`src/rtl/my_display_scanner_if.sv`:
```
// my_display_scanner_if: datapath-side and pin-side signals of the 7-segment scanner.
interface my_display_scanner_if #(
    parameter int NUM_DIGITS          = 4,
    parameter int DECIMAL_DIGIT_WIDTH = 4,
    parameter int ENCODING_WIDTH      = 8
);
    logic                                      i_load;
    logic [NUM_DIGITS*DECIMAL_DIGIT_WIDTH-1:0] i_digits_in;
    logic [NUM_DIGITS-1:0]                     i_dp_in;
    logic                                      i_lz_blank;
    logic                                      i_blink_en;
    logic [ENCODING_WIDTH-1:0]                 o_seg;
    logic [NUM_DIGITS-1:0]                     o_an;
    logic                                      o_pending;
    logic                                      o_frame_done;

    modport master (
        output i_load, i_digits_in, i_dp_in, i_lz_blank, i_blink_en,
        input  o_seg, o_an, o_pending, o_frame_done
    );

    modport slave (
        input  i_load, i_digits_in, i_dp_in, i_lz_blank, i_blink_en,
        output o_seg, o_an, o_pending, o_frame_done
    );
endinterface

```
`src/rtl/my_display_scanner.sv`:
```
// my_display_scanner: time-multiplexed common-anode 7-segment driver with
// frame-aligned double-buffered loads, leading-zero blanking and blink.
module my_display_scanner #(
    parameter int NUM_DIGITS          = 4,
    parameter int DECIMAL_DIGIT_WIDTH = 4,
    parameter int ENCODING_WIDTH      = 8,
    parameter int REFRESH_DIV         = 50000,
    parameter int BLINK_FRAMES        = 64
) (
    input logic              clk,
    input logic              rst_n,
    my_display_scanner_if.slave bus
);
    localparam int DDW = DECIMAL_DIGIT_WIDTH;
    localparam int DW  = NUM_DIGITS * DDW;
    localparam int CW  = REFRESH_DIV > 1 ? $clog2(REFRESH_DIV) : 1;
    localparam int IW  = $clog2(NUM_DIGITS);
    localparam int FW  = BLINK_FRAMES > 1 ? $clog2(BLINK_FRAMES) : 1;

    logic [CW-1:0]             r_cnt;
    logic [IW-1:0]             r_idx;
    logic [FW-1:0]             r_fcnt;
    logic                      r_blink_on;
    logic                      r_frame_done;
    logic [DW-1:0]             r_act;
    logic [NUM_DIGITS-1:0]     r_act_dp;
    logic [DW-1:0]             r_pend_val;
    logic [NUM_DIGITS-1:0]     r_pend_dp;
    logic                      r_pend;
    logic [ENCODING_WIDTH-1:0] r_seg;
    logic [NUM_DIGITS-1:0]     r_an;

    logic                      w_tick;
    logic                      w_wrap;
    logic                      w_fwrap;
    logic [DDW-1:0]            w_sel;
    logic                      w_lz;
    logic [ENCODING_WIDTH-1:0] w_seg;
    logic [NUM_DIGITS-1:0]     w_an;

    function automatic logic [6:0] seg7(input logic [DDW-1:0] v);
        case (int'(v))
            0:       return 7'h40;
            1:       return 7'h79;
            2:       return 7'h24;
            3:       return 7'h30;
            4:       return 7'h19;
            5:       return 7'h12;
            6:       return 7'h02;
            7:       return 7'h78;
            8:       return 7'h00;
            9:       return 7'h10;
            default: return 7'h7F;
        endcase
    endfunction

    assign w_tick  = r_cnt == CW'(REFRESH_DIV - 1);
    assign w_wrap  = w_tick && r_idx == IW'(NUM_DIGITS - 1);
    assign w_fwrap = r_fcnt == FW'(BLINK_FRAMES - 1);
    assign w_sel   = r_act[r_idx*DDW +: DDW];
    // Shifting the selected digit to the bottom leaves zero only if it and all higher digits are zero.
    assign w_lz    = bus.i_lz_blank && r_idx != '0 && (r_act >> (r_idx*DDW)) == '0;
    assign w_an    = ~(NUM_DIGITS'(1) << r_idx);

    always_comb begin
        w_seg = '1;
        if (!(bus.i_blink_en && !r_blink_on)) begin
            w_seg[7]   = ~r_act_dp[r_idx];
            w_seg[6:0] = w_lz ? 7'h7F : seg7(w_sel);
        end
    end

    always_ff @(posedge clk or negedge rst_n) begin
        if (!rst_n) begin
            r_cnt        <= '0;
            r_idx        <= '0;
            r_fcnt       <= '0;
            r_blink_on   <= 1'b1;
            r_frame_done <= 1'b0;
        end else begin
            r_cnt        <= w_tick ? '0 : r_cnt + 1'b1;
            r_frame_done <= w_wrap;
            if (w_tick)
                r_idx <= w_wrap ? '0 : r_idx + 1'b1;
            if (w_wrap) begin
                r_fcnt <= w_fwrap ? '0 : r_fcnt + 1'b1;
                if (w_fwrap)
                    r_blink_on <= ~r_blink_on;
            end
        end
    end

    // Active data only changes on a frame boundary so a frame never mixes two loads.
    always_ff @(posedge clk or negedge rst_n) begin
        if (!rst_n) begin
            r_act      <= '0;
            r_act_dp   <= '0;
            r_pend_val <= '0;
            r_pend_dp  <= '0;
            r_pend     <= 1'b0;
        end else if (w_wrap && bus.i_load) begin
            r_act    <= bus.i_digits_in;
            r_act_dp <= bus.i_dp_in;
            r_pend   <= 1'b0;
        end else if (w_wrap && r_pend) begin
            r_act    <= r_pend_val;
            r_act_dp <= r_pend_dp;
            r_pend   <= 1'b0;
        end else if (bus.i_load) begin
            r_pend_val <= bus.i_digits_in;
            r_pend_dp  <= bus.i_dp_in;
            r_pend     <= 1'b1;
        end
    end

    always_ff @(posedge clk or negedge rst_n) begin
        if (!rst_n) begin
            r_seg <= '1;
            r_an  <= '1;
        end else begin
            r_seg <= w_seg;
            r_an  <= w_an;
        end
    end

    assign bus.o_seg        = r_seg;
    assign bus.o_an         = r_an;
    assign bus.o_pending    = r_pend;
    assign bus.o_frame_done = r_frame_done;
endmodule

```
`src/flat_wrapper.sv`:
```
// flat-port wrapper written by rule: the top's interface ports become plain ports
module my_display_scanner_flat 
#(
    parameter int NUM_DIGITS          = 4,
    parameter int DECIMAL_DIGIT_WIDTH = 4,
    parameter int ENCODING_WIDTH      = 8,
    parameter int REFRESH_DIV         = 50000,
    parameter int BLINK_FRAMES        = 64
)
  (clk, rst_n, bus_i_load, bus_i_digits_in, bus_i_dp_in, bus_i_lz_blank, bus_i_blink_en, bus_o_seg, bus_o_an, bus_o_pending, bus_o_frame_done);
  my_display_scanner_if #(.NUM_DIGITS(NUM_DIGITS), .DECIMAL_DIGIT_WIDTH(DECIMAL_DIGIT_WIDTH), .ENCODING_WIDTH(ENCODING_WIDTH)) bus_i ();
  input logic clk;
  input logic rst_n;
  input wire logic [$bits(bus_i.i_load)-1:0] bus_i_load;
  input wire logic [$bits(bus_i.i_digits_in)-1:0] bus_i_digits_in;
  input wire logic [$bits(bus_i.i_dp_in)-1:0] bus_i_dp_in;
  input wire logic [$bits(bus_i.i_lz_blank)-1:0] bus_i_lz_blank;
  input wire logic [$bits(bus_i.i_blink_en)-1:0] bus_i_blink_en;
  output wire logic [$bits(bus_i.o_seg)-1:0] bus_o_seg;
  output wire logic [$bits(bus_i.o_an)-1:0] bus_o_an;
  output wire logic [$bits(bus_i.o_pending)-1:0] bus_o_pending;
  output wire logic [$bits(bus_i.o_frame_done)-1:0] bus_o_frame_done;
  assign bus_i.i_load = bus_i_load;
  assign bus_i.i_digits_in = bus_i_digits_in;
  assign bus_i.i_dp_in = bus_i_dp_in;
  assign bus_i.i_lz_blank = bus_i_lz_blank;
  assign bus_i.i_blink_en = bus_i_blink_en;
  assign bus_o_seg = bus_i.o_seg;
  assign bus_o_an = bus_i.o_an;
  assign bus_o_pending = bus_i.o_pending;
  assign bus_o_frame_done = bus_i.o_frame_done;
  my_display_scanner #(.NUM_DIGITS(NUM_DIGITS), .DECIMAL_DIGIT_WIDTH(DECIMAL_DIGIT_WIDTH), .ENCODING_WIDTH(ENCODING_WIDTH), .REFRESH_DIV(REFRESH_DIV), .BLINK_FRAMES(BLINK_FRAMES)) u_core (.clk(clk), .rst_n(rst_n), .bus(bus_i));
endmodule
```
`config.mk`:
```
export PLATFORM = sky130hd
export DESIGN_NAME = my_display_scanner_flat
export DESIGN_NICKNAME = d
export VERILOG_FILES = /design/src/rtl/my_display_scanner_if.sv /design/src/rtl/my_display_scanner.sv /design/src/flat_wrapper.sv
export SDC_FILE = /design/constraint.sdc
export NUM_CORES = 1
export LEC_CHECK = 0
export BUFFER_PORTS_ARGS = -buffer_cell sky130_fd_sc_hd__buf_2
export CORE_MARGIN = 8
export CORE_UTILIZATION = 50
export CTS_BUF_LIST = sky130_fd_sc_hd__clkbuf_16
export CTS_CLUSTER_DIAMETER = 80
export CTS_CLUSTER_SIZE = 24
export DETAILED_ROUTE_END_ITERATION = 10
export GPL_ROUTABILITY_DRIVEN = 0
export PLACE_DENSITY = 0.69
export SLEW_MARGIN = 20
export SYNTH_ARGS = -nofsm -noshare
export SYNTH_HDL_FRONTEND = slang
export SYNTH_SLANG_ARGS = --single-unit
```
`constraint.sdc`:
```
create_clock -name clk -period 2.49 [get_ports clk]
set_input_delay 0.249 -clock clk [delete_from_list [all_inputs] [get_ports clk]]
set_output_delay 0.249 -clock clk [all_outputs]
set_load 0.03 [all_outputs]
```
; Word-level counts from Yosys, hierarchy flattened
; Memories as Yosys holds them, arrays and structs flattened.
; Cells that the tools add are included.
[totals]
n_memories = 1
ff_bits = 79
wordCells = 55
mem_bits_ro = 112
[classes]
shifts = 3
n_reduce_logical = 13
n_lt_le_gt_ge = 1
muxes = 14
n_bitwise = 5
eq_ne = 3
addsub = 3
[mem_list]
columns = name, depth, width, rd, rd_ports_with_merged_regs, write_ports, line
row1 = (no name shown), 16, 7, 1, 0, 0, my_display_scanner.sv:42  ; case (int'(v))
[ops]
columns = operator, n
row1 = 16-bit two-way mux, 3
row2 = 16-bit by 1-bit adder with 16-bit output (second input constant), 1
row3 = 16-bit == test (second input constant), 1
row4 = 16-bit logical NOT, 1
row5 = 16-bit by 5-bit variable part select with 4-bit output, 1
row6 = 16-bit by 4-bit >> shifter with 16-bit output, 1
row7 = 4-bit two-way mux, 2
row8 = 8-bit two-way mux, 1
row9 = 7-bit two-way mux, 1
row10 = 6-bit by 1-bit adder with 6-bit output (second input constant), 1
row11 = 6-bit == test (second input constant), 1
row12 = 1-bit logical AND, 6
row13 = 6-bit two-way mux, 1
row14 = 1-bit two-way mux, 4
row15 = 1-bit inverter, 4
row16 = 4-bit inverter, 1
row17 = 2-bit nonzero test, 2
row18 = 1-bit by 2-bit left shift with 4-bit output (first input constant), 1
row19 = 2-bit by 3-bit < comparator with 1-bit output (second input constant), 1
row20 = 3-bit AND reduction, 1
row21 = 3-bit nonzero test, 1
row22 = 2-bit by 1-bit adder with 2-bit output (second input constant), 1
row23 = 1-bit binary-select mux with 2-bit select, 1
row24 = 2-bit == test (second input constant), 1
row25 = 3 further kinds, 3

; Depth between registers and ports, before layout
[logic_depth]
ltp_word = 5
ltp_mapped = 8
mapped_depth_nobuf = 7

; Least setup slack after synthesis
; Ideal clock, no wire load.
[synth_timing]
kind = register to register
start = register u_core.r_idx[0]
end = register u_core.r_seg[1], in the netlist u_core.bus.o_seg[1]
stages_incl_launch_ff = 8
setup_time_ns = 0.081
arrival_ns = 1.882
slack_ns = 0.526
required_ns = 2.409
path_buffers = 1
cell_sequence = dfrtp_1 -> buf_6 -> mux4_1 -> inv_1 -> ha_1 -> nand4_1 -> a211o_1 -> o211ai_1
[synth_between]
elab_chain_cells = 5
elab_cells_between_ends = 9
cone_classes = shift (2) / mux (2) / reduce/logical (4) / memory (1)
[synth_lines]
columns = element, line
row1 = "start, declared", my_display_scanner.sv:21  ; logic [IW-1:0] r_idx;
row2 = "start signal, assigned", my_display_scanner.sv:84  ; r_idx <= w_wrap ? '0 : r_idx + 1'b1;
row3 = "parallel branches: the longest is 3 deep, another holds memory 16 x 7 bit", -
row4 = 7-bit two-way mux *, my_display_scanner.sv:69  ; w_seg[6:0] = w_lz ? 7'h7F : seg7(w_sel);
row5 = 8-bit two-way mux *, my_display_scanner.sv:67  ; if (!(bus.i_blink_en && !r_blink_on)) begin
row6 = named net u_core.w_seg[1], my_display_scanner.sv:38  ; logic [ENCODING_WIDTH-1:0] w_seg;
row7 = "end signal, assigned", my_display_scanner.sv:121  ; r_seg <= w_seg;
row8 = "end, declared", my_display_scanner.sv:30  ; logic [ENCODING_WIDTH-1:0] r_seg;
; Mark *: on every way through the listed nets, which the timed path passes.
; A chain may end at the register's enable or synchronous reset.

; Final worst setup path
[layout_timing]
start = register u_core.r_idx[0]
end = register u_core.r_seg[4], in the netlist u_core.bus.o_seg[4]
; The elaborated chain is that of the path after synthesis.

==> flow_summary.toml <==
[route]
post_drt_via_cell_ratio = 5.662
wirelength_mm = 7.912
antenna_left = 0
routedWlPerCell_um = 16.31
dr.pass1.iters = 4
initialDrtViolationCount = 123
route.detailed.drc = 0
vias = 2746

[status]
status = "completed"

[timing]
max_slew_margin_pct = 50.63
period_share_pct = 81.01
tns_ns = 0
layout_min_cycle_time_ns = 2.017
finalHoldViolations = 0
worst_pin_slew_ns = 0.7405
setup_viol = 0
hold_slack_ns = 0.1446
finalWorstSetupSlack_ns = 0.4729
grt_setup_unrepaired = "no"
clock-skew-final_ns = 0.003681
fmax_ghz = 0.4958
finalMaxSlewViolations = 0

[clock_tree]
cts_tree = "built"
cts_buffer_depth = 2
clock-sinks = 79
post_cts_buffers = 0
root_buffer = "clkbuf_16"
clk_pin_slew_ns = 0.06
cts_buffers = 9
htreeDepth = 3
clk_latency_ns = 0.33

[setup_path]
timing.rr.end = "u_core.bus.o_seg[4]"
worst_setup_path_end_kind = "flop"
r2r_start = "u_core.r_idx[0]"
worstPathMaxFanout = 7
worstPathRequired_ns = 2.75
criticalPathCategory = "reg2reg"
start_kind = "flop"
cp-endpoint = "u_core.bus.o_seg[4]"
startpoint = "u_core.r_idx[0]"
r2r_slack_ns = 0.47
rr_worst_depth = 6
crit_arrival_ns = 2.28

[power]
p_comb_share_pct = 7.7
powerDensity_nw_per_um2 = 677.7
ir_drop_v = 0.0003549
p_sw_share_pct = 21.39
switchingPower_mw = 0.6609
power_mw = 3.090
p_clk_share_pct = 47.8
p_int_mw = 2.429
p_leak_nw = 2.039
pwr-share-seq_pct = 44.5

[yosys]
async_flop_share_pct = 100.0
ys_seq_elements = 79
synth_edf_count = 0
ys_types = 48
synth_top_flop_cell = "dfrtp_1"
syn_area_per_cell_um2 = 11.54
synth_seq_area_share_pct = 51.27
syn_area_um2 = 3887
yosys_warnings = 0
syn_inst = 337
syn-num-nets = 373

[layout]
syn_to_final_growth_pct = 17.28
finalInstanceArea_um2 = 4559
num_antenna_cells = 0
final_cell_mix = "dfrtp_1 (66), buf_2 (37), inv_1 (21)"
nets = 414
drive_gt1_share_pct = 25.85
fin_util_pct = 59.62
instances_no_fill = 485
mostFrequentLayoutCell = "dfrtp_1"

[grt]
grt_usage_pct = 15.47
grt-ovfl-total = 0
met3_usage_pct = 3.532
grt.busiest_layer = "met2"
antenna_found_initial = 0
grt_pass1_vias = 2793
grt_pass1_wl_mm = 13.77
grt_use_met2_pct = 23.42
grt_max_degree = 80
grt_util_met1_pct = 20.56

[place]
placed_area_um2 = 4192
dp_hpwl_mm = 5.374
port_buffers = 38
numPlacedInstances = 467
pre_cts_ws_ns = 0.4827

[worst_hold_path]
hold_class = "in2reg"

[die]
die_h_um = 104.2
initial_core_util_pct = 50.83
ios = 39
core-area_um2 = 7647
rows = 32
fp.dieArea_um2 = 10850
die_w_um = 104.2

[run]
cap_violations = 0
layer usage:
layer,wire (µm),up-vias
li1,-,1319
met1,3858,1368
met2,3621,44
met3,272,15
met4,159,0
met5,0,-
cells in the mapped netlist (4+ instances only):
library cell | n | area, µm²
mux2i_1 | 4 | 40.04
clkbuf_1 | 9 | 33.78
mux2_1 | 8 | 90.09
a21oi_1 | 20 | 100.1
nor2_1 | 15 | 56.30
nor3_1 | 4 | 20.02
o2bb2ai_1 | 16 | 140.1
a41oi_1 | 4 | 35.03
nand3_1 | 16 | 80.08
xor2_1 | 6 | 52.55
dfrtp_1 | 66 | 1652
xnor2_1 | 9 | 78.83
o21ai_0 | 10 | 50.05
buf_2 | 5 | 25.02
and3_1 | 5 | 31.28
ha_1 | 11 | 137.6
inv_1 | 20 | 75.07
nand4_1 | 6 | 37.54
nor4_1 | 8 | 50.05
and3b_1 | 16 | 140.1
dfstp_2 | 13 | 341.6
nand2_1 | 9 | 33.78
mux2_2 | 15 | 168.9
sequential cells by signal, summed over array words and instances, names as in the netlist:
name / cells
u_core.bus.o_an: 4
u_core.r_cnt: 16
u_core.bus.o_frame_done: 1
u_core.bus.o_seg: 8
u_core.r_fcnt: 6
u_core.r_idx: 2
u_core.r_act_dp: 4
u_core.bus.o_pending: 1
u_core.r_blink_on: 1
u_core.r_act: 16
u_core.r_pend_val: 16
u_core.r_pend_dp: 4
cell families (layout without fill, tap and decap cells):
family	after synthesis	count (layout)	share of synthesized area, %
AO/OA/AOI/OAI	63	63	10.98
XOR/XNOR	15	15	3.380
adder cells (fa/ha/maj)	11	11	3.540
buffers and inverters	39	85	4.505
flip-flops	79	79	51.27
multiplexers	32	32	10.78
AND/OR/NAND/NOR	98	98	15.55
layout make-up:
cell class,count,area (µm²)
clock buffers,9,225.2
clock inverters,7,112.6
flip-flops and latches,79,1993
well taps,102,127.6
multi-input cells,219,1723
repair buffers,49,302.8
fillers,637,3088
inverters,20,75.07
power groups by stage:
stage,registers (mW),clock network [mW],logic [mW]
floorplan,1.41,0,0.129
global placement,1.39,0,0.227
detailed placement,1.40,0,0.233
CTS,1.38,1.50,0.235
global route,1.38,1.55,0.265
finish,1.38,1.48,0.237
worst min path at each step:
| stage | to | from | depth (start not counted) | slack, ns |
|---|---|---|---|---|
| global route | u_core.r_pend_dp[0] | bus_i_dp_in[0] | 2 | 0.14 |
| floorplan | u_core.bus.o_frame_done | rst_n | 0 | -0.05 |
| CTS | u_core.r_act_dp[2] | rst_n | 1 | 0.12 |
| detailed placement | u_core.r_cnt[15] | u_core.r_cnt[15] | 1 | 0.47 |
| global placement | u_core.r_fcnt[1] | rst_n | 1 | 0.47 |
| finish | u_core.r_pend_dp[0] | bus_i_dp_in[0] | 2 | 0.14 |
timing repair:
action | in CTS | in global routing
resized for setup | 0 | 0
setup endpoints to repair | 0 | 0
hold buffers | 0 | 1
hold endpoints to repair | 0 | 31
worst max-delay path, cell delays in order, from the launching register on:
cell,delay [ns]
dfrtp_1,0.40
mux4_1,0.64
inv_1,0.13
ha_1,0.17
nand4_1,0.09
a211o_1,0.38
nand3_1,0.14
No activity file was read; power rests on OpenSTA's default activity.
